## src/rtl/wys_1780_key_scan_if.sv

```systemverilog
// Keypad and display-side signals of the key scanner.
// master = scanner, slave = keypad/display side.
interface wys_1780_key_scan_if;
    logic [3:0] row;
    logic [3:0] col;
    logic [3:0] key_code;
    logic       key_valid;
    logic       pressed;
    logic [3:0] data2;
    logic [3:0] data1;
    logic [3:0] data0;

    modport master (
        input  row,
        output col, key_code, key_valid, pressed, data2, data1, data0
    );

    modport slave (
        output row,
        input  col, key_code, key_valid, pressed, data2, data1, data0
    );
endinterface

```

## src/rtl/wys_1780_key_scan.sv

```systemverilog
// 4x4 active-low keypad scanner with one-key debounce and three-digit decimal entry.
//
// state      | meaning
// S_SCAN     | rotating column strobe, waiting for a low row
// S_DEBOUNCE | column frozen, counting ticks the candidate row stays low
// S_HOLD     | key accepted, counting consecutive released ticks
module wys_1780_key_scan #(
    parameter int SCAN_DIV = 50000,
    parameter int DEB_CNT  = 20
) (
    input logic                 clk_in,
    input logic                 rst,
    wys_1780_key_scan_if.master kp
);
    localparam int DW = (SCAN_DIV > 1) ? $clog2(SCAN_DIV) : 1;
    localparam int CW = (DEB_CNT > 1) ? $clog2(DEB_CNT) : 1;
    localparam logic [DW-1:0] DIV_LAST = DW'(SCAN_DIV - 1);
    localparam logic [CW-1:0] CNT_LAST = CW'(DEB_CNT - 1);

    typedef enum logic [1:0] {
        S_SCAN,
        S_DEBOUNCE,
        S_HOLD
    } state_t;

    logic [3:0]    row_m_q;
    logic [3:0]    row_s_q;
    logic [DW-1:0] div_q;
    logic [DW-1:0] div_d;
    logic          tick;
    logic          hit;
    logic [1:0]    row_idx;
    logic [1:0]    col_idx;

    state_t        state_q;
    logic [3:0]    col_q;
    logic [3:0]    cand_q;
    logic [CW-1:0] cnt_q;
    logic [3:0]    key_code_q;
    logic          key_valid_q;
    logic          pressed_q;
    logic [3:0]    data2_q;
    logic [3:0]    data1_q;
    logic [3:0]    data0_q;

    always_comb begin
        tick  = (div_q == DIV_LAST);
        div_d = tick ? '0 : div_q + 1'b1;
        hit   = (row_s_q != 4'hF);

        // Lowest low row wins when several rows are pulled down together.
        row_idx = 2'd0;
        if (!row_s_q[0])      row_idx = 2'd0;
        else if (!row_s_q[1]) row_idx = 2'd1;
        else if (!row_s_q[2]) row_idx = 2'd2;
        else if (!row_s_q[3]) row_idx = 2'd3;

        col_idx = 2'd0;
        case (col_q)
            4'b1101: col_idx = 2'd1;
            4'b1011: col_idx = 2'd2;
            4'b0111: col_idx = 2'd3;
            default: col_idx = 2'd0;
        endcase
    end

    always_ff @(posedge clk_in or negedge rst) begin
        if (!rst) begin
            row_m_q <= 4'hF;
            row_s_q <= 4'hF;
            div_q   <= '0;
        end else begin
            row_m_q <= kp.row;
            row_s_q <= row_m_q;
            div_q   <= div_d;
        end
    end

    always_ff @(posedge clk_in or negedge rst) begin
        if (!rst) begin
            state_q     <= S_SCAN;
            col_q       <= 4'b1110;
            cand_q      <= 4'd0;
            cnt_q       <= '0;
            key_code_q  <= 4'd0;
            key_valid_q <= 1'b0;
            pressed_q   <= 1'b0;
            data2_q     <= 4'd0;
            data1_q     <= 4'd0;
            data0_q     <= 4'd0;
        end else begin
            key_valid_q <= 1'b0;
            if (tick) begin
                case (state_q)
                    S_SCAN: begin
                        if (hit) begin
                            cand_q  <= {row_idx, col_idx};
                            cnt_q   <= '0;
                            state_q <= S_DEBOUNCE;
                        end else begin
                            col_q <= {col_q[2:0], col_q[3]};
                        end
                    end
                    S_DEBOUNCE: begin
                        if (hit && (row_idx == cand_q[3:2])) begin
                            if (cnt_q == CNT_LAST) begin
                                key_code_q  <= cand_q;
                                key_valid_q <= 1'b1;
                                pressed_q   <= 1'b1;
                                cnt_q       <= '0;
                                state_q     <= S_HOLD;
                                if (cand_q < 4'd10) begin
                                    data2_q <= data1_q;
                                    data1_q <= data0_q;
                                    data0_q <= cand_q;
                                end else if (cand_q == 4'd12) begin
                                    data2_q <= 4'd0;
                                    data1_q <= 4'd0;
                                    data0_q <= 4'd0;
                                end
                            end else begin
                                cnt_q <= cnt_q + 1'b1;
                            end
                        end else begin
                            state_q <= S_SCAN;
                        end
                    end
                    S_HOLD: begin
                        // Any low row on the frozen column restarts the release count.
                        if (hit) begin
                            cnt_q <= '0;
                        end else if (cnt_q == CNT_LAST) begin
                            pressed_q <= 1'b0;
                            state_q   <= S_SCAN;
                        end else begin
                            cnt_q <= cnt_q + 1'b1;
                        end
                    end
                    default: state_q <= S_SCAN;
                endcase
            end
        end
    end

    assign kp.col       = col_q;
    assign kp.key_code  = key_code_q;
    assign kp.key_valid = key_valid_q;
    assign kp.pressed   = pressed_q;
    assign kp.data2     = data2_q;
    assign kp.data1     = data1_q;
    assign kp.data0     = data0_q;
endmodule

```

## src/flat_wrapper.sv

```systemverilog
// flat-port wrapper written by rule: the top's interface ports become plain ports
module wys_1780_key_scan_flat 
#(
    parameter int SCAN_DIV = 50000,
    parameter int DEB_CNT  = 20
)
  (clk_in, rst, kp_row, kp_col, kp_key_code, kp_key_valid, kp_pressed, kp_data2, kp_data1, kp_data0);
  wys_1780_key_scan_if kp_i ();
  input logic clk_in;
  input logic rst;
  input wire logic [$bits(kp_i.row)-1:0] kp_row;
  output wire logic [$bits(kp_i.col)-1:0] kp_col;
  output wire logic [$bits(kp_i.key_code)-1:0] kp_key_code;
  output wire logic [$bits(kp_i.key_valid)-1:0] kp_key_valid;
  output wire logic [$bits(kp_i.pressed)-1:0] kp_pressed;
  output wire logic [$bits(kp_i.data2)-1:0] kp_data2;
  output wire logic [$bits(kp_i.data1)-1:0] kp_data1;
  output wire logic [$bits(kp_i.data0)-1:0] kp_data0;
  assign kp_i.row = kp_row;
  assign kp_col = kp_i.col;
  assign kp_key_code = kp_i.key_code;
  assign kp_key_valid = kp_i.key_valid;
  assign kp_pressed = kp_i.pressed;
  assign kp_data2 = kp_i.data2;
  assign kp_data1 = kp_i.data1;
  assign kp_data0 = kp_i.data0;
  wys_1780_key_scan #(.SCAN_DIV(SCAN_DIV), .DEB_CNT(DEB_CNT)) u_core (.clk_in(clk_in), .rst(rst), .kp(kp_i));
endmodule
```

## config.mk

```make
export PLATFORM = sky130hd
export DESIGN_NAME = wys_1780_key_scan_flat
export DESIGN_NICKNAME = d
export VERILOG_FILES = /design/src/rtl/wys_1780_key_scan_if.sv /design/src/rtl/wys_1780_key_scan.sv /design/src/flat_wrapper.sv
export SDC_FILE = /design/constraint.sdc
export NUM_CORES = 1
export LEC_CHECK = 0
export CORE_ASPECT_RATIO = 0.8
export CORE_MARGIN = 2
export CORE_UTILIZATION = 45
export DETAILED_ROUTE_END_ITERATION = 8
export GPL_TIMING_DRIVEN = 1
export PLACE_DENSITY_LB_ADDON = 0.12
export SETUP_SLACK_MARGIN = 0.2
export SLEW_MARGIN = 30
export SYNTH_ARGS = -nofsm -noshare
export SYNTH_HDL_FRONTEND = slang
export SYNTH_SLANG_ARGS = --single-unit
```

## constraint.sdc

```tcl
create_clock -name clk_in -period 4.8 [get_ports clk_in]
set_input_delay 0.96 -clock clk_in [delete_from_list [all_inputs] [get_ports clk_in]]
set_output_delay 0.96 -clock clk_in [all_outputs]
set_load 0.02 [all_outputs]
```

; ---- Word-level counts from Yosys, hierarchy flattened
; Cells that the tools add are included.
[word_totals]
wordCells = 77
inputBits = 6
regBits = 57
output_inout_bits = 22
[op_classes]
order_cmp = 1
n_addsub = 2
bitwise = 1
n_eq_ne = 17
mux = 31
n_reduce_logical = 12
[op_table]
columns = cell, n
row1 = 2-to-1 mux 5 bit, 5
row2 = 2-to-1 mux 2 bit, 9
row3 = adder 16 x 1 -> 16 bit (second input constant), 1
row4 = == test 16 bit (second input constant), 1
row5 = 2-to-1 mux 16 bit, 1
row6 = 2-to-1 mux 4 bit, 4
row7 = one-hot mux 5 bit (3 select lines), 1
row8 = AND reduction 5 bit, 3
row9 = == test 4 bit (second input constant), 3
row10 = one-hot mux 2 bit (3 select lines), 2
row11 = 2-to-1 mux 1 bit, 8
row12 = != test 2 x 1 -> 1 bit (second input constant), 4
row13 = AND reduction 3 bit, 2
row14 = AND reduction 6 bit, 1
row15 = adder 5 x 1 -> 5 bit (second input constant), 1
row16 = == test 5 bit (second input constant), 1
row17 = == test 4 x 3 -> 1 bit (second input constant), 1
row18 = < comparator 4 bit (second input constant), 1
row19 = != test 4 bit (second input constant), 1
row20 = AND reduction 4 bit, 1
row21 = nonzero test 2 bit, 2
row22 = != test 3 x 2 -> 1 bit (second input constant), 1
row23 = != test 3 bit (second input constant), 1
row24 = nonzero test 3 bit, 1
row25 = 8 further kinds, 8

; ---- Logic depth before layout (Yosys ltp)
; Gate-level depths: netlist of the first run.
[logic_depth]
word_depth = 9
ltp_mapped = 7
ltp_nobuf = 6

; ---- Least setup slack after synthesis of the first run
; No wires, ideal clock.
[synth_path]
kind = reg-to-reg
start = register u_core.div_q[0]
end = register u_core.cnt_q[0]
synth_period_minus_slack_ps = 1919
path_slack_ps = 2881
t_arrival_ps = 1800
setup_ps = 119
required_ps = 4681
path_stages_with_launch = 7
path_buffers = 0
cell_sequence = dfrtp_1 > ha_1 > and3b_1 > and3b_2 > nand4_1 > or4_4 > a21o_2
[synth_between]
elab_chain_len = 2
[synth_rtl]
columns = item, line
row1 = "start, declared", wys_1780_key_scan.sv:28  ; logic [DW-1:0] div_q;
row2 = "start signal, assigned", wys_1780_key_scan.sv:75  ; div_q <= div_d;
row3 = == test 16 bit, wys_1780_key_scan.sv:47  ; tick = (div_q == DIV_LAST);
row4 = AND reduction 5 bit (no source line), --
row5 = "end signal, assigned", wys_1780_key_scan.sv:122  ; cnt_q <= cnt_q + 1'b1;
row6 = "end signal, assigned", wys_1780_key_scan.sv:136  ; cnt_q <= cnt_q + 1'b1;
row7 = "end, declared", wys_1780_key_scan.sv:38  ; logic [CW-1:0] cnt_q;
; Every way passes these cells.
; A chain may end at the register's enable or synchronous reset.

; ---- Worst setup path after layout of the first run
[layout_path]
start = register u_core.div_q[0]
end = register u_core.data1_q[0] (netlist: u_core.kp.data1[0])
[layout_between]
elab_chain_len = 2
[layout_rtl]
columns = item, line
row1 = == test 16 bit, wys_1780_key_scan.sv:47
row2 = AND reduction 5 bit (no source line), --
row3 = "end signal, assigned", wys_1780_key_scan.sv:114  ; data1_q <= data0_q;
row4 = "end, declared", wys_1780_key_scan.sv:43  ; logic [3:0] data1_q;
; Every way passes these cells.

==> impl_metrics.env, run 1 <==
export IMPL_syn_area_per_cell_um2=11.22
export IMPL_dr_wl_met3_um=218
export IMPL_p_leak_nw=1.575
export IMPL_wire_per_inst_um=14.13
export IMPL_crit_slowest_cell="nor2_1"
export IMPL_drt_total_wl_um=5171
export IMPL_h_tree_depth=3
export IMPL_whs_ps=350.6
export IMPL_hold_start="u_core.row_m_q[3]$_DFF_PN1_"
export IMPL_hold_class="reg2reg"
export IMPL_worstReg2RegStart="u_core.div_q[0]$_DFF_PN0_"
export IMPL_dr_wl_met2_um=2118
export IMPL_status="completed"
export IMPL_seqPwrFrac=0.437
export IMPL_comb_power_share=0.015
export IMPL_dr_pass1_iters=4
export IMPL_power_frac_clock=0.548
export IMPL_layout_cells_non_filler=366
export IMPL_slew_headroom=0.4048
export IMPL_n_antenna_cell=0
export IMPL_powerDensity_nw_per_um2=331.3
export IMPL_synth_edff_count=0
export IMPL_crit_start="u_core.div_q[0]$_DFF_PN0_"
export IMPL_holdBufCountCts=0
export IMPL_drt_vias_per_instance=5.328
export IMPL_end_kind="register"
export IMPL_cts_made_buffers=9
export IMPL_clockBufferDepth=2
export IMPL_final_nets=292
export IMPL_fin_skew_ps=7.994
export IMPL_ys_ff_latch=57
export IMPL_die_h_um=74.05
export IMPL_grt_max_degree=58
export IMPL_post_cts_repair_setup_buffers=0
export IMPL_sw_frac_of_total=0.1817
export IMPL_highest_layer="met4"
export IMPL_antenna_found_initial=0
export IMPL_critPathMaxStageDelay_ps=600
export IMPL_grt_pass1_vias=1793
export IMPL_wl_met1_um=2724
export IMPL_io_pins=28
export IMPL_max_cap_violations=0
export IMPL_clock_sinks=57
export IMPL_start_util=0.4669
export IMPL_synth_seq_area_share=0.5218
export IMPL_intPower_w=0.0009172
export IMPL_drive_above_1_share=0.1965
export IMPL_ys_warn_count=0
export IMPL_die_area_um2=6780
export IMPL_power_switching_w=0.0002037
export IMPL_cp_arrival_ps=2800
export IMPL_register_area_um2=1440
export IMPL_n_fill_cell=492
export IMPL_io_buffer_count=27
export IMPL_cts_clk_slew_worst_paths_ps=60
export IMPL_cts_root_buf="clkbuf_8"
export IMPL_cts_resized=0
export IMPL_cp_required_ps=5070
export IMPL_globalRouteOverflowTotal=0
export IMPL_worst_path_max_fanout=11
export IMPL_fin_ws_ps=2272
export IMPL_cts_tree="done"
export IMPL_period_minus_slack_ps=2528
export IMPL_multi_input_area_um2=1259
export IMPL_rsz0062_at_grt="false"
export IMPL_fmax_mhz=395.6
export IMPL_grtUsageTotal=0.1698
export IMPL_rows=25
export IMPL_worstSetupPathType="reg2reg"
export IMPL_post_route_period_util=0.5266
export IMPL_ys_async_sr_fraction=1.000
export IMPL_critPathLaunchType="register"
export IMPL_dpl_hpwl_um=3509
export IMPL_drt_initial_drc_count=147
export IMPL_areaGrowthSynthToFinish_pct=22.57
export IMPL_drcViolationCount=0
export IMPL_antenna_left=0
export IMPL_postLayoutCoreUtil=0.5723
export IMPL_dr_total_vias=1950
export IMPL_maxSlewViolCount=0
export IMPL_dp_slack_ps=2333
export IMPL_gp_congestion=0.8020
export IMPL_clock_latency_ps=340
export IMPL_setup_viol=0
export IMPL_fin_setup_tns_ps=0
export IMPL_synth_area_um2=2760
export IMPL_synth_nets=258
export IMPL_crit_chain="ha_1 -> and3b_1 -> and4_1 -> o2111ai_1 -> nor2_1 -> a21o_1"
export IMPL_worstMarginPinSlew_ps=891.9
export IMPL_post_synth_num_cell_types=54
export IMPL_hold_viol=0
export IMPL_core_region_area_um2=5912
export IMPL_dieWidth_um=91.56
export IMPL_grt_pass1_wl_um=8859
export IMPL_place_inst=350
export IMPL_ir_drop_mv=0.2020
export IMPL_ys_flop_type="dfrtp_1"
export IMPL_synth_cells=246
layout by cell type (no fill, tap or decap), types with 2 or more instances in the layout:
master / synthesis / routed
nand2_1: 17 / 17
and4bb_2: 2 / 2
a21o_2: 3 / 3
and3b_1: 2 / 2
a21o_1: 9 / 9
nand4bb_1: 2 / 2
nor4_1: 2 / 2
a21oi_1: 4 / 4
ha_1: 6 / 6
clkbuf_8: 0 / 11
a31oi_1: 4 / 4
nor3_1: 4 / 4
and3_1: 4 / 4
clkdlybuf4s50_1: 0 / 26
nor2_1: 16 / 16
nand4_1: 5 / 5
and4b_1: 2 / 2
and3_2: 2 / 2
xor2_1: 10 / 10
mux2_2: 8 / 8
inv_1: 9 / 9
bufinv_16: 0 / 4
xnor2_1: 6 / 6
nand3_1: 10 / 10
nor2b_1: 11 / 11
dfrtp_1: 46 / 46
o31ai_1: 7 / 7
o211ai_1: 4 / 4
and4_1: 4 / 4
or2b_1: 2 / 2
o21ai_0: 7 / 7
dfstp_2: 11 / 11
logic make-up after synthesis:
| family | after synthesis | share of synthesized area |
|---|---|---|
| AO/OA/AOI/OAI | 49 | 0.1333 |
| XOR/XNOR | 16 | 0.05077 |
| adder cells (fa/ha/maj) | 6 | 0.02720 |
| buffers and inverters | 14 | 0.02221 |
| flip-flops | 57 | 0.5218 |
| multiplexers | 8 | 0.03264 |
| AND/OR/NAND/NOR | 96 | 0.2121 |
cell usage after synthesis, drive strengths merged (2+ instances only):
cell type / count / area [um^2]
and3: 6 / 40.03
o31ai: 8 / 65.06
and4b: 2 / 20.02
and4bb: 2 / 25.02
a31oi: 4 / 25.02
nor2b: 11 / 68.82
buf: 2 / 16.26
a21o: 12 / 93.84
ha: 6 / 75.07
and3b: 3 / 27.53
o211ai: 4 / 30.03
and4: 4 / 35.03
nor4: 2 / 12.51
clkbuf: 3 / 11.26
inv: 9 / 33.78
nand4bb: 2 / 22.52
xnor2: 6 / 52.55
o21ai: 7 / 35.03
or2b: 3 / 23.77
nor2: 16 / 60.06
mux2: 8 / 90.09
and2: 2 / 13.77
nand4: 5 / 31.28
dfrtp: 46 / 1151
nand3: 10 / 50.05
dfstp: 11 / 289.0
nand2: 17 / 63.81
nor3: 4 / 20.02
a21oi: 5 / 36.29
xor2: 10 / 87.58
layout make-up:
| cell class | instances | share of cell area |
|---|---|---|
| clock buffers | 11 | 0.04475 |
| inverters | 9 | 0.009985 |
| multi-input cells | 175 | 0.3720 |
| repair buffers | 28 | 0.08062 |
| well taps | 81 | 0.02996 |
| clock inverters | 5 | 0.03698 |
| flip-flops and latches | 57 | 0.4257 |
critical path, delay by kind of cell, from the launching register on:
family                     cells  cell delay [ps]
and+or+nand+nor                3             1110
adders and majority gates      1              280
AOI/OAI and AO/OA              2              660
DFF                            1              420
final timing paths:
path                                                  end  slack (ps)  cells after the start
max                        u_core.kp.data1[0]$_DFFE_PN0P_        2270                      6
min                           u_core.row_s_q[3]$_DFF_PN1_         350                      0
max reg2reg                u_core.kp.data1[0]$_DFFE_PN0P_        2270                      6
min reg2reg                   u_core.row_s_q[3]$_DFF_PN1_         350                      0
max in group asynchronous    u_core.cand_q[3]$_DFFE_PN0P_        3580                      2
min in group asynchronous  u_core.kp.data1[2]$_DFFE_PN0P_         750                      2
through the flow:
stage	power, W	cell area, um^2
floorplan	0.0005013	2760
global placement	0.0005163	3107
detailed placement	0.0005164	3107
CTS	0.001136	3383
global route	0.001158	3383
finish	0.001121	3383
sequential cells by signal, summed over array words and instances (netlist names):
register	count
u_core.kp.pressed	1
u_core.kp.data1	4
u_core.div_q	16
u_core.kp.key_code	4
u_core.cnt_q	5
u_core.kp.col	4
u_core.row_m_q	4
u_core.row_s_q	4
u_core.cand_q	4
u_core.kp.data0	4
u_core.state_q	2
u_core.kp.key_valid	1
u_core.kp.data2	4
power by group through the flow:
stage / Sequential (W) / Combinational (W) / Clock, W
finish: 0.000490 / 0.0000173 / 0.000614
global route: 0.000490 / 0.0000203 / 0.000648
CTS: 0.000489 / 0.0000183 / 0.000628
detailed placement: 0.000498 / 0.0000183 / 0
global placement: 0.000498 / 0.0000181 / 0
floorplan: 0.000498 / 0.00000371 / 0
metal layers:
layer	track usage	vias up
met2	0.2353	41
met1	0.2461	938
met4	0.08081	0
met3	0.04965	13
li1	-	958
met5	0	-
Note: power is estimated with default switching activity, not from simulation.
==> inputs of run 2 (changes only) <==
- clock period: 4.8 -> 2 ns (I/O delays scaled with it)
==> run 2 against run 1 <==
  * Non-clock buffer count grew 32
  * Sequential power rose by 140%
  * Combinational power grew to 3.2 times the previous value
  * Total power grew 110%
  * Highest routed layer unchanged
  * Hold slack got worse by 310 ps
  * Via count is 6.9% higher
  * Die area stayed put
  * Utilization up 5.4 points
  * Maximum frequency increased by 33%
==> impl_metrics.env, run 2 (synthesis gave the netlist of run 1 again) <==
export IMPL_status="completed"
export IMPL_hold_viol=0
export IMPL_max_cap_violations=0
export IMPL_fmax_mhz=528.1
export IMPL_wire_per_inst_um=14.21
export IMPL_dr_pass1_iters=5
export IMPL_drcViolationCount=0
export IMPL_final_cell_mix="dfrtp_1 (45), buf_4 (30), clkdlybuf4s50_1 (20)"
export IMPL_r2r_end="u_core.kp.pressed$_DFFE_PN0P_"
export IMPL_intPower_w=0.001929
export IMPL_cp_required_ps=2220
export IMPL_ff2ff_setup_slack_ps=110
export IMPL_clock_sinks=57
export IMPL_hold_class="in2async"
export IMPL_cts_made_buffers=9
export IMPL_dr_total_vias=2084
export IMPL_period_minus_slack_ps=1894
export IMPL_cts_tree="done"
export IMPL_antenna_left=0
export IMPL_power_switching_w=0.0004786
export IMPL_powerDensity_nw_per_um2=650.4
export IMPL_cp_arrival_ps=2110
export IMPL_gp_congestion=0.8461
export IMPL_rsz0062_at_grt="true"
export IMPL_n_antenna_cell=0
export IMPL_rows=25
export IMPL_p_leak_nw=1.782
export IMPL_power_frac_clock=0.489
export IMPL_crit_chain="nor4b_4 -> and4_4 -> nand2_2 -> o41a_2 -> a31o_2"
export IMPL_areaGrowthSynthToFinish_pct=34.13
export IMPL_reg2reg_depth=5
export IMPL_critPathMaxStageDelay_ps=450
export IMPL_cp_num_buf_inv=0
export IMPL_crit_slowest_cell="o41a_2"
export IMPL_worstMarginPinSlew_ps=579.1
export IMPL_drt_initial_drc_count=88
export IMPL_whs_ps=43.72
export IMPL_comb_power_share=0.023
export IMPL_power_w=0.002408
export IMPL_dpl_hpwl_um=3750
export IMPL_final_nets=324
export IMPL_drive_above_1_share=0.3312
export IMPL_setup_viol=0
export IMPL_final_common_cell="dfrtp_1"
export IMPL_worstSetupPathType="reg2reg"
export IMPL_drt_vias_per_instance=5.236
export IMPL_io_buffer_count=27
export IMPL_grt_max_degree=58
export IMPL_drt_total_wl_um=5655
export IMPL_die_h_um=74.05
export IMPL_grtUsageTotal=0.1872
export IMPL_die_area_um2=6780
export IMPL_reg_largest_list="u_core.div_q (16), u_core.cnt_q (5)"
export IMPL_clockBufferDepth=2
export IMPL_fin_skew_ps=6.546
export IMPL_slew_headroom=0.6122
export IMPL_ir_drop_mv=0.5149
export IMPL_io_pins=28
export IMPL_sw_frac_of_total=0.1988
export IMPL_worstReg2RegStart="u_core.div_q[11]$_DFF_PN0_"
export IMPL_start_util=0.4669
export IMPL_globalRouteOverflowTotal=0
export IMPL_h_tree_depth=3
export IMPL_cp_top_family="simple AND/OR/NAND/NOR gates"
export IMPL_end_kind="register"
export IMPL_largest_reg_flops=16
export IMPL_grt_pass1_vias=2043
export IMPL_fin_setup_tns_ps=0
export IMPL_seqPwrFrac=0.488
export IMPL_antenna_found_initial=0
export IMPL_cts_clk_slew_worst_paths_ps=60
export IMPL_post_route_period_util=0.9468
export IMPL_clock_latency_ps=330
export IMPL_critPathLaunchType="register"
export IMPL_core_region_area_um2=5912
export IMPL_maxSlewViolCount=0
export IMPL_n_fill_cell=485
export IMPL_cts_root_buf="clkbuf_8"
export IMPL_grt_pass1_wl_um=9798
export IMPL_dieWidth_um=91.56
export IMPL_top_register="u_core.div_q"
export IMPL_worst_path_max_fanout=5
run 2: changes by cell type in the layout (fill, tap and decap cells not counted), moves of 3 or more:
| cell | before | now |
|---|---|---|
| o31ai_2 | 1 | 4 |
| buf_4 | 1 | 30 |
| dlygate4sd2_1 | 0 | 3 |
| o31ai_1 | 7 | 3 |
| ha_1 | 6 | 3 |
| dlymetal6s2s_1 | 0 | 3 |
| clkdlybuf4s50_1 | 26 | 20 |
run 2: worst max-delay path by stage:
stage,from,endpoint,slack (ps),cells past startpoint
global route,u_core.div_q[11]$_DFF_PN0_,u_core.kp.pressed$_DFFE_PN0P_,50,5
CTS,u_core.div_q[11]$_DFF_PN0_,u_core.kp.pressed$_DFFE_PN0P_,120,5
detailed placement,u_core.div_q[10]$_DFF_PN0_,u_core.kp.data1[2]$_DFFE_PN0P_,-50,5
floorplan,u_core.cand_q[2]$_DFFE_PN0P_,u_core.cnt_q[0]$_DFFE_PN0P_,170,6
global placement,u_core.div_q[10]$_DFF_PN0_,u_core.kp.data2[3]$_DFFE_PN0P_,-4,5
finish,u_core.div_q[11]$_DFF_PN0_,u_core.kp.pressed$_DFFE_PN0P_,110,5
run 2: stage by stage:
step / cells / utilization / setup WS (ps) / area (um^2)
6_report: 398 / 0.6262 / 106.3 / 3702
5_1_grt: 398 / 0.6262 / 51.49 / 3702
4_1_cts: 392 / 0.6108 / 116.0 / 3611
3_5_place_dp: 365 / 0.5515 / -50.60 / 3261
3_3_place_gp: 365 / 0.5515 / -4.137 / 3261
2_1_floorplan: 246 / - / 170.6 / 2791
run 2: layout make-up:
class / instances / area (um^2) / area share
timing repair buffer: 60 / 536.8 / 0.1450
tap: 81 / 101.3 / 0.02737
inverter: 9 / 33.78 / 0.009125
clock buffer: 12 / 145.1 / 0.03920
clock inverter: 4 / 76.32 / 0.02062
sequential: 57 / 1441 / 0.3893
multi-input combinational: 175 / 1368 / 0.3694
run 2: power by group through the flow:
stage                     combinational, W  sequential [W]  clock (W)
final                            0.0000547         0.00118    0.00118
after global routing             0.0000627         0.00118    0.00127
after CTS                        0.0000547         0.00117    0.00122
after detailed placement         0.0000485         0.00120          0
after global placement           0.0000488         0.00120          0
after floorplan                 0.00000986         0.00119          0
run 2: metal layers:
layer,routed length [um],global-route usage
met1,2965,0.2737
met4,83,0.07576
met2,2414,0.2614
met3,192,0.05572
met5,0,0
run 2: what timing repair did:
item / in CTS / in global routing
hold buffers: 0 / 0
endpoints found under the setup margin: 32 / 29
pin swaps: 10 / 11
buffers inserted: 11 / 6
hold endpoints to repair: 0 / 0
resized for setup: 18 / 11
==> inputs of run 3 (changes only) <==
- CELL_PAD_IN_SITES_DETAIL_PLACEMENT: unset -> 0
- CELL_PAD_IN_SITES_GLOBAL_PLACEMENT: unset -> 1
- CORE_UTILIZATION: 45 -> 41
- SKIP_CTS_REPAIR_TIMING: unset -> 1
==> run 3 against run 2 <==
  * Sequential share of layout area shrank 0.50 points
  * Maximum frequency down 4.0%
  * Sequential power barely moved
  * Hold slack lost 3.7 ps
  * Combinational power down 5.9%
==> impl_metrics.env, run 3 (synthesis gave the netlist of run 1 again) <==
export IMPL_areaGrowthSynthToFinish_pct=35.77
export IMPL_h_tree_depth=3
export IMPL_crit_chain="nand3b_1 -> a21oi_4 -> nor3b_4 -> or4_4 -> a21o_2"
export IMPL_p_leak_nw=1.860
export IMPL_hold_class="in2async"
export IMPL_antenna_found_initial=0
export IMPL_grtUsageTotal=0.1778
export IMPL_power_w=0.002579
export IMPL_io_pins=28
export IMPL_final_area_um2=3747
export IMPL_final_nets=319
export IMPL_cts_root_buf="clkbuf_8"
export IMPL_core_region_area_um2=6441
export IMPL_crit_slowest_cell="dfstp_2"
export IMPL_final_common_cell="dfrtp_1"
export IMPL_maxSlewViolCount=0
export IMPL_fin_skew_ps=4.987
export IMPL_worstReg2RegStart="u_core.row_s_q[2]$_DFF_PN1_"
export IMPL_fin_ws_ps=27.97
export IMPL_drcViolationCount=0
export IMPL_drt_total_wl_um=6211
export IMPL_n_antenna_cell=0
export IMPL_die_h_um=77.39
export IMPL_slew_headroom=0.5645
export IMPL_cp_arrival_ps=2200
export IMPL_layout_cells_non_filler=396
export IMPL_worst_path_max_fanout=6
export IMPL_end_kind="register"
export IMPL_dieWidth_um=95.74
export IMPL_cp_top_family="simple AND/OR/NAND/NOR gates"
export IMPL_worstMarginPinSlew_ps=650.4
export IMPL_antenna_left=0
export IMPL_cp_num_buf_inv=0
export IMPL_cts_made_buffers=9
export IMPL_largest_reg_flops=16
export IMPL_final_cell_mix="dfrtp_1 (46), buf_4 (25), clkdlybuf4s50_1 (19)"
export IMPL_io_buffer_count=27
export IMPL_drt_vias_per_instance=5.366
export IMPL_drive_above_1_share=0.3237
export IMPL_clock_latency_ps=330
export IMPL_powerDensity_nw_per_um2=688.1
export IMPL_cp_required_ps=2230
export IMPL_reg2reg_depth=5
export IMPL_wire_per_inst_um=15.68
export IMPL_r2r_end="u_core.cnt_q[0]$_DFFE_PN0P_"
export IMPL_period_minus_slack_ps=1972
export IMPL_critPathLaunchType="register"
export IMPL_globalRouteOverflowTotal=0
export IMPL_rows=26
export IMPL_clock_sinks=57
export IMPL_ir_drop_mv=0.5768
export IMPL_cts_tree="done"
export IMPL_drt_initial_drc_count=76
export IMPL_dr_pass1_iters=4
export IMPL_clockBufferDepth=2
export IMPL_setup_viol=0
export IMPL_worstSetupPathType="reg2reg"
export IMPL_grt_pass1_vias=1998
export IMPL_post_route_period_util=0.9860
export IMPL_dp_slack_ps=-49.96
export IMPL_fmax_mhz=507.1
export IMPL_grt_pass1_wl_um=9901
export IMPL_top_register="u_core.div_q"
export IMPL_start_util=0.4285
export IMPL_place_inst=378
export IMPL_placed_cell_area_um2=3339
export IMPL_grt_max_degree=24
export IMPL_max_cap_violations=0
export IMPL_critPathMaxStageDelay_ps=580
export IMPL_rsz0062_at_grt="true"
export IMPL_gp_congestion=0.7880
export IMPL_status="completed"
export IMPL_dpl_hpwl_um=4302
export IMPL_cts_clk_slew_worst_paths_ps=70
export IMPL_ff2ff_setup_slack_ps=30
export IMPL_n_fill_cell=570
export IMPL_reg_largest_list="u_core.div_q (16), u_core.cnt_q (5)"
export IMPL_dr_total_vias=2125
export IMPL_hold_viol=0
export IMPL_die_area_um2=7408
run 3: changes by cell type in the layout (fill, tap and decap cells not counted), sizes merged:
cell / delta
clkinvlp: -1
clkdlybuf4s50: -1
bufinv: +1
dlymetal6s2s: +4
dlygate4sd2: -3
buf: -5
run 3: how the worst max path moves through the flow:
stage	depth (start not counted)	slack, ps	start	end
after floorplan	6	170	u_core.cand_q[2]$_DFFE_PN0P_	u_core.cnt_q[0]$_DFFE_PN0P_
after global placement	5	60	u_core.div_q[10]$_DFF_PN0_	u_core.kp.data2[3]$_DFFE_PN0P_
after detailed placement	5	-50	u_core.div_q[10]$_DFF_PN0_	u_core.kp.data2[2]$_DFFE_PN0P_
after CTS	5	-60	u_core.div_q[10]$_DFF_PN0_	u_core.kp.data2[2]$_DFFE_PN0P_
after global routing	5	-50	u_core.row_s_q[2]$_DFF_PN1_	u_core.cnt_q[0]$_DFFE_PN0P_
final	5	30	u_core.row_s_q[2]$_DFF_PN1_	u_core.cnt_q[0]$_DFFE_PN0P_
run 3: worst reg2reg max path: stages (launching register included):
cell,delay [ps]
dfstp_2,580
nand3b_1,140
a21oi_4,270
nor3b_4,90
or4_4,550
a21o_2,240
run 3: per-stage QoR:
stage / setup TNS, ps / hold WS, ps / util
final: 0 / 40.01 / 0.5818
after global routing: -220.2 / 68.52 / 0.5818
after CTS: -463.5 / 40.79 / 0.5579
after detailed placement: -345.7 / 347.5 / 0.5185
after global placement: 0 / 345.4 / 0.5185
after floorplan: 0 / 104.4 / -
run 3: area by class of cell:
class | instances | area, um^2 | share of cell area
clock inverters | 4 | 98.84 | 0.02638
inverters | 9 | 33.78 | 0.009015
flip-flops and latches | 57 | 1440 | 0.3843
repair buffers | 55 | 513.0 | 0.1369
clock buffers | 12 | 155.1 | 0.04140
well taps | 84 | 105.1 | 0.02805
multi-input cells | 175 | 1401 | 0.3740
run 3: power by group:
part	internal [W]	switching, W	leakage [nW]
clock	0.000898	0.000453	0.127
combinational	0.0000196	0.0000320	0.990
sequential	0.00117	0.00000708	0.744
run 3: layer usage:
metal	vias up	share of wire	global-route usage
met5	-	0	0
met3	9	0.045	0.05728
met4	0	0.012	0.07857
met2	51	0.45	0.2413
li1	1017	-	-
met1	1048	0.50	0.2579
==> edit 1, RTL diff (settings of run 3) <==
`SCAN_DIV` is set to 50000 in 2 places; all go to 25000.
--- a/src/rtl/wys_1780_key_scan.sv
+++ b/src/rtl/wys_1780_key_scan.sv
@@ -6,5 +6,5 @@
 // S_HOLD     | key accepted, counting consecutive released ticks
 module wys_1780_key_scan #(
-    parameter int SCAN_DIV = 50000,
+    parameter int SCAN_DIV = 25000,
     parameter int DEB_CNT  = 20
 ) (
--- a/src/flat_wrapper.sv
+++ b/src/flat_wrapper.sv
@@ -2,5 +2,5 @@
 module wys_1780_key_scan_flat 
 #(
-    parameter int SCAN_DIV = 50000,
+    parameter int SCAN_DIV = 25000,
     parameter int DEB_CNT  = 20
 )
Check against the original RTL: no difference found for any inputs over 10 cycles, from zero or initial values and one cycle with rst low; that may be too few to reach the edited logic, so the function may still have changed.
==> edit 1 against run 3 <==
- the flow now finishes with violations (negative setup slack)
- routed wire length fell by 18%
- sequential cell count fell by 1
- synthesized area fell by 8.1%
- final cell count fell by 7.3%
- first-iteration DRC count rose by 28%
- power fell by 31%
- combinational power fell by 13%
- design area fell by 8.4%
- setup slack got worse by 250 ps
==> edit 1: results (changes against run 3) <==
[layout]
n_antenna_cell=0  ; unchanged
fillCellCount=522  ; -8.4%
fin_nets=297  ; -6.9%
reg_top3=u_core.div_q: 15 flops, u_core.cnt_q: 5 flops
drive_above_1_share_pct=31.1  ; -1.3 points

[clocking]
htree_levels=2  ; -1
insertion_delay_ps=300  ; -30 ps
numCtsBuffers=5  ; -4
clk_pin_slew_ps=90  ; +20 ps
root_buffer=clkbuf_8
clockBufferDepth=2  ; unchanged

[synth]
synthTopCellsByCount=dfrtp_1, nand2_1, o21ai_0
ys_warn_count=0  ; unchanged
ys_types=43  ; -20%
ys_seq_area_share_pct=55.8  ; +3.6 points
syn_area_per_cell_sq_um=11.4  ; +1.9%
synth_area_leaders=dfrtp_1, dfstp_2, o21ai_0
syn_nets=234  ; -9.3%
synthArstFlopShare_pct=100  ; unchanged
yosys.area.top_type=dfrtp_1

[sta]
setup_tns_ps=-2780  ; -2780 ps
holdWs_ps=87.1  ; +47.1 ps
fin_ws_ps=-225  ; -253 ps
skew_ps=6.09  ; +1.11 ps
max-slew-margin-rel_pct=65.5  ; +9.0 points
setup_viol=27  ; +27

[worst_setup_path]
r2r_end=u_core.cnt_q[4]
r2r-start=u_core.div_q[9]
crit_arrival_ps=2440  ; +240 ps
slowest_delay_ps=550  ; -30 ps
crit_slowest_cell=or4_4
path_max_fanout=4  ; -2
reg2reg_depth=6  ; +1

[grt]
antenna_found_initial=0  ; unchanged
grt_first_pass_wirelength_um=8370  ; -15%
grt_overflow_total=0  ; unchanged
grt_pass1_vias=1689  ; -15%
grt_use_total_pct=15.6  ; -2.2 points
grt_max_degree=57  ; +140%

[worst_hold_path]
hp-class=in -> async

[placed_design]
gp_congestion=0.811  ; +2.9%
numPortBuffers=27  ; unchanged
post-place-ws_ps=-222  ; -172 ps
hpwl_um=3520  ; -18%
placed_cells=354  ; -6.3%

[detailed_routing]
drtIter0Drc=97  ; +28%
dr.pass1.iters=4  ; unchanged
vias=1846  ; -13%
vias_per_cell=5.03  ; -6.3%
wl_per_cell_um=13.9  ; -12%

[pwr]
leakagePower_nw=1.62  ; -13%
ir_drop_mv=0.343  ; -40%
p_int_mw=1.41  ; -32%

[status]
violations=negative setup slack
status=finished, violations left

==> edit 1: cell types whose count changed after synthesis, moves of 3 or more <==
cell,change
nor2_1,-7
a22o_1,+9
nor2b_1,-7
a21o_2,-3
o211ai_1,-4
a21o_1,-6
xor2_1,-3
nand4_1,-3
and2_1,+3
o21ai_0,+11
==> edit 1: worst max-delay path by stage <==
| stage | from | to | depth (start not counted) | slack [ps] |
|---|---|---|---|---|
| after floorplan | u_core.div_q[11] | u_core.cnt_q[3] | 5 | -140 |
| after global placement | u_core.div_q[11] | u_core.kp.data1[3] | 6 | -190 |
| after detailed placement | u_core.div_q[11] | u_core.cnt_q[3] | 6 | -220 |
| after CTS | u_core.div_q[11] | u_core.cnt_q[3] | 6 | -240 |
| after global routing | u_core.div_q[9] | u_core.cnt_q[4] | 6 | -300 |
| final | u_core.div_q[9] | u_core.cnt_q[4] | 6 | -230 |
==> edit 1: per-stage QoR <==
| step | cell area (sq um) | power [mW] | util, % |
|---|---|---|---|
| floorplan | 2540 | 1.18 | - |
| global placement | 3120 | 1.22 | 52.5 |
| detailed placement | 3120 | 1.22 | 52.5 |
| CTS | 3200 | 1.82 | 53.9 |
| global route | 3430 | 1.88 | 57.7 |
| finish | 3430 | 1.78 | 57.7 |
==> edit 1: power groups by stage <==
| stage | registers, mW | logic [mW] | clock network, mW |
|---|---|---|---|
| floorplan | 1.17 | 0.00683 | 0 |
| global placement | 1.17 | 0.0460 | 0 |
| detailed placement | 1.18 | 0.0463 | 0 |
| CTS | 1.15 | 0.0465 | 0.616 |
| global route | 1.16 | 0.0527 | 0.671 |
| finish | 1.15 | 0.0450 | 0.583 |
==> edit 1: logic make-up (layout without fill, tap and decap cells) <==
family | count (synthesis) | after routing | synth area share, %
compound gates | 57 | 57 | 15.4
xor+xnor | 13 | 13 | 4.49
fa+ha+maj | 6 | 6 | 2.96
buf+inv | 13 | 77 | 1.97
flops | 56 | 56 | 55.8
mux | 8 | 8 | 3.55
simple gates | 69 | 69 | 15.8
==> edit 1: critical path: cells and delay by family (launching register included) <==
kind                   cells  cell delay, ps
AO/OA/AOI/OAI              2             300
buffers and inverters      1             170
flip-flops                 1             390
AND/OR/NAND/NOR            3            1270
==> edit 1: area by class of cell <==
type	instances	share of cell area [%]
inverters	7	0.766
repair buffers	62	17.2
flip-flops and latches	56	41.2
multi-input cells	153	35.4
well taps	81	2.95
clock buffers	7	2.22
clock inverters	1	0.146
==> edit 1: metal layers <==
metal,part of all wire [%],vias to the layer above,routed length [um],GRT usage [%]
met5,0,-,0,0
met4,0.41,0,21,3.98
met3,3.2,2,165,3.34
met2,43,30,2190,21.0
met1,53,883,2700,25.1
li1,-,931,-,-
==> edit 2, RTL diff (config.mk and constraints of run 3) <==
Without the edit above. Encoding of `state_t`: now one-hot (3 bits for 3 states).
--- a/src/rtl/wys_1780_key_scan.sv
+++ b/src/rtl/wys_1780_key_scan.sv
@@ -18,8 +18,8 @@
     localparam logic [CW-1:0] CNT_LAST = CW'(DEB_CNT - 1);
 
-    typedef enum logic [1:0] {
-        S_SCAN,
-        S_DEBOUNCE,
-        S_HOLD
+    typedef enum logic [2:0] {
+        S_SCAN     = 3'b001,
+        S_DEBOUNCE = 3'b010,
+        S_HOLD     = 3'b100
     } state_t;
 
Behaviour: same outputs for any inputs over 10 cycles, from zero or initial values and one cycle with rst low; not proved beyond that.
==> edit 2 against run 3 <==
- largest cell class unchanged
- critical path depth rose by 2
- design area fell by 1.4%
- die area decreased by 4.2%
- synthesized area shrank 4.4%
- combinational power decreased by 9.5%
- global-route usage fell by 1.1 points
- routed wire length shrank 7.0%
- critical path type unchanged
- sequential cell count rose by 1
- worst hold slack better by 9.0 ps
- power decreased by 11%
- setup slack hardly changed
- clock power shrank 22%
==> edit 2: results (changes against run 3) <==
[clocking]
insertion_delay_ps=330  ; about the same
root_buffer=clkbuf_8
htree_levels=3  ; unchanged
numCtsBuffers=9  ; unchanged
clockBufferDepth=2  ; unchanged
clk_pin_slew_ps=70  ; about the same

[placed_design]
post-place-ws_ps=-53.8  ; -3.86 ps
numPortBuffers=27  ; unchanged
hpwl_um=3760  ; -13%
post_dp_cell_area_sq_um=3230  ; -3.1%
gp_congestion=0.786  ; -0.24%

[grt]
antenna_found_initial=0  ; unchanged
grt_pass1_vias=1796  ; -10%
grtUsageMet1_pct=25.4  ; -0.38 points
grt_first_pass_wirelength_um=8920  ; -9.9%
grt_max_degree=59  ; +150%
grtUsageMet3_pct=5.04  ; -0.68 points
met2_usage_pct=21.7  ; -2.4 points
grt_use_total_pct=16.7  ; -1.1 points

[worst_setup_path]
crit_end=u_core.cnt_q[2]
regToRegSetupSlack_ps=30
crit_path_start=u_core.cnt_q[1]
required_ps=2200  ; -30 ps
path_max_fanout=4  ; -2
reg2reg_depth=7  ; +2
crit_arrival_ps=2170  ; -30 ps

[synth]
syn_nets=241  ; -6.6%
synth_mux_area_share_pct=4.93  ; +1.7 points
ys_types=46  ; -15%
synthArstFlopShare_pct=100  ; unchanged
ys_warn_count=0  ; unchanged
synth_xor_area_share_pct=4.98  ; -0.096 points
synth-adder-area-share_pct=0.949  ; -1.8 points
ys_seq_area_share_pct=55.6  ; +3.4 points
synth-compound-area-share_pct=13.9  ; +0.62 points
synthTopCellsByCount=dfrtp_1, nor2_1, nand2_1, nand3_1
synth_area_leaders=dfrtp_1, dfstp_2, xor2_1
ys.flop_type=dfrtp_1

[detailed_routing]
dr.pass1.iters=4  ; unchanged
top_layer=met4
routed_wl_um=5780  ; -7.0%
wl_met1_um=2990  ; -2.9%
vias=2007  ; -5.6%
met3_length_um=230  ; -18%
drtIter0Drc=103  ; +36%
met2_length_um=2520  ; -9.3%

[layout]
syn_to_final_growth_pct=40.0
n_antenna_cell=0  ; unchanged
fin_nets=306  ; -4.1%
fillCellCount=560  ; -1.8%
reg_top3=u_core.div_q: 16 flops, u_core.cnt_q: 5 flops
drive_above_1_share_pct=34.7  ; +2.3 points

[worst_hold_path]
hp-class=in -> async

[sta]
tightest_slew_ps=446  ; -204 ps
skew_ps=10.3  ; +5.35 ps

[pwr]
ir_drop_mv=0.407  ; -29%
leakagePower_nw=1.76  ; -5.6%

[status]
status=finished, final reports clean

==> edit 2: layout make-up <==
class	instances	share of cell area, %
flip-flops and latches	58	39.7
well taps	84	2.85
multi-input cells	159	35.2
clock inverters	6	1.83
repair buffers	64	16.4
clock buffers	10	3.46
inverters	6	0.610
==> edit 2: power breakdown <==
group	total (mW)	internal [mW]	switching, mW
clock network	1.05	0.577	0.478
registers	1.20	1.19	0.00725
logic	0.0466	0.0176	0.0290
==> edit 2: worst max-delay path, cell delays in order, from the launching register on <==
cell and delay, ps:
dfrtp_1 360, ha_2 180, nor4bb_4 300, buf_4 180, o22a_4 170, nor3_1 70
o41ai_2 450, o41ai_4 150
==> edit 2: stage by stage <==
| step | cells | hold WS (ps) | setup TNS, ps |
|---|---|---|---|
| floorplan | 233 | 104 | 0 |
| global placement | 364 | 345 | 0 |
| detailed placement | 364 | 347 | -114 |
| CTS | 380 | 58.3 | -152 |
| global route | 387 | 73.0 | -86.4 |
| finish | 387 | 49.0 | 0 |
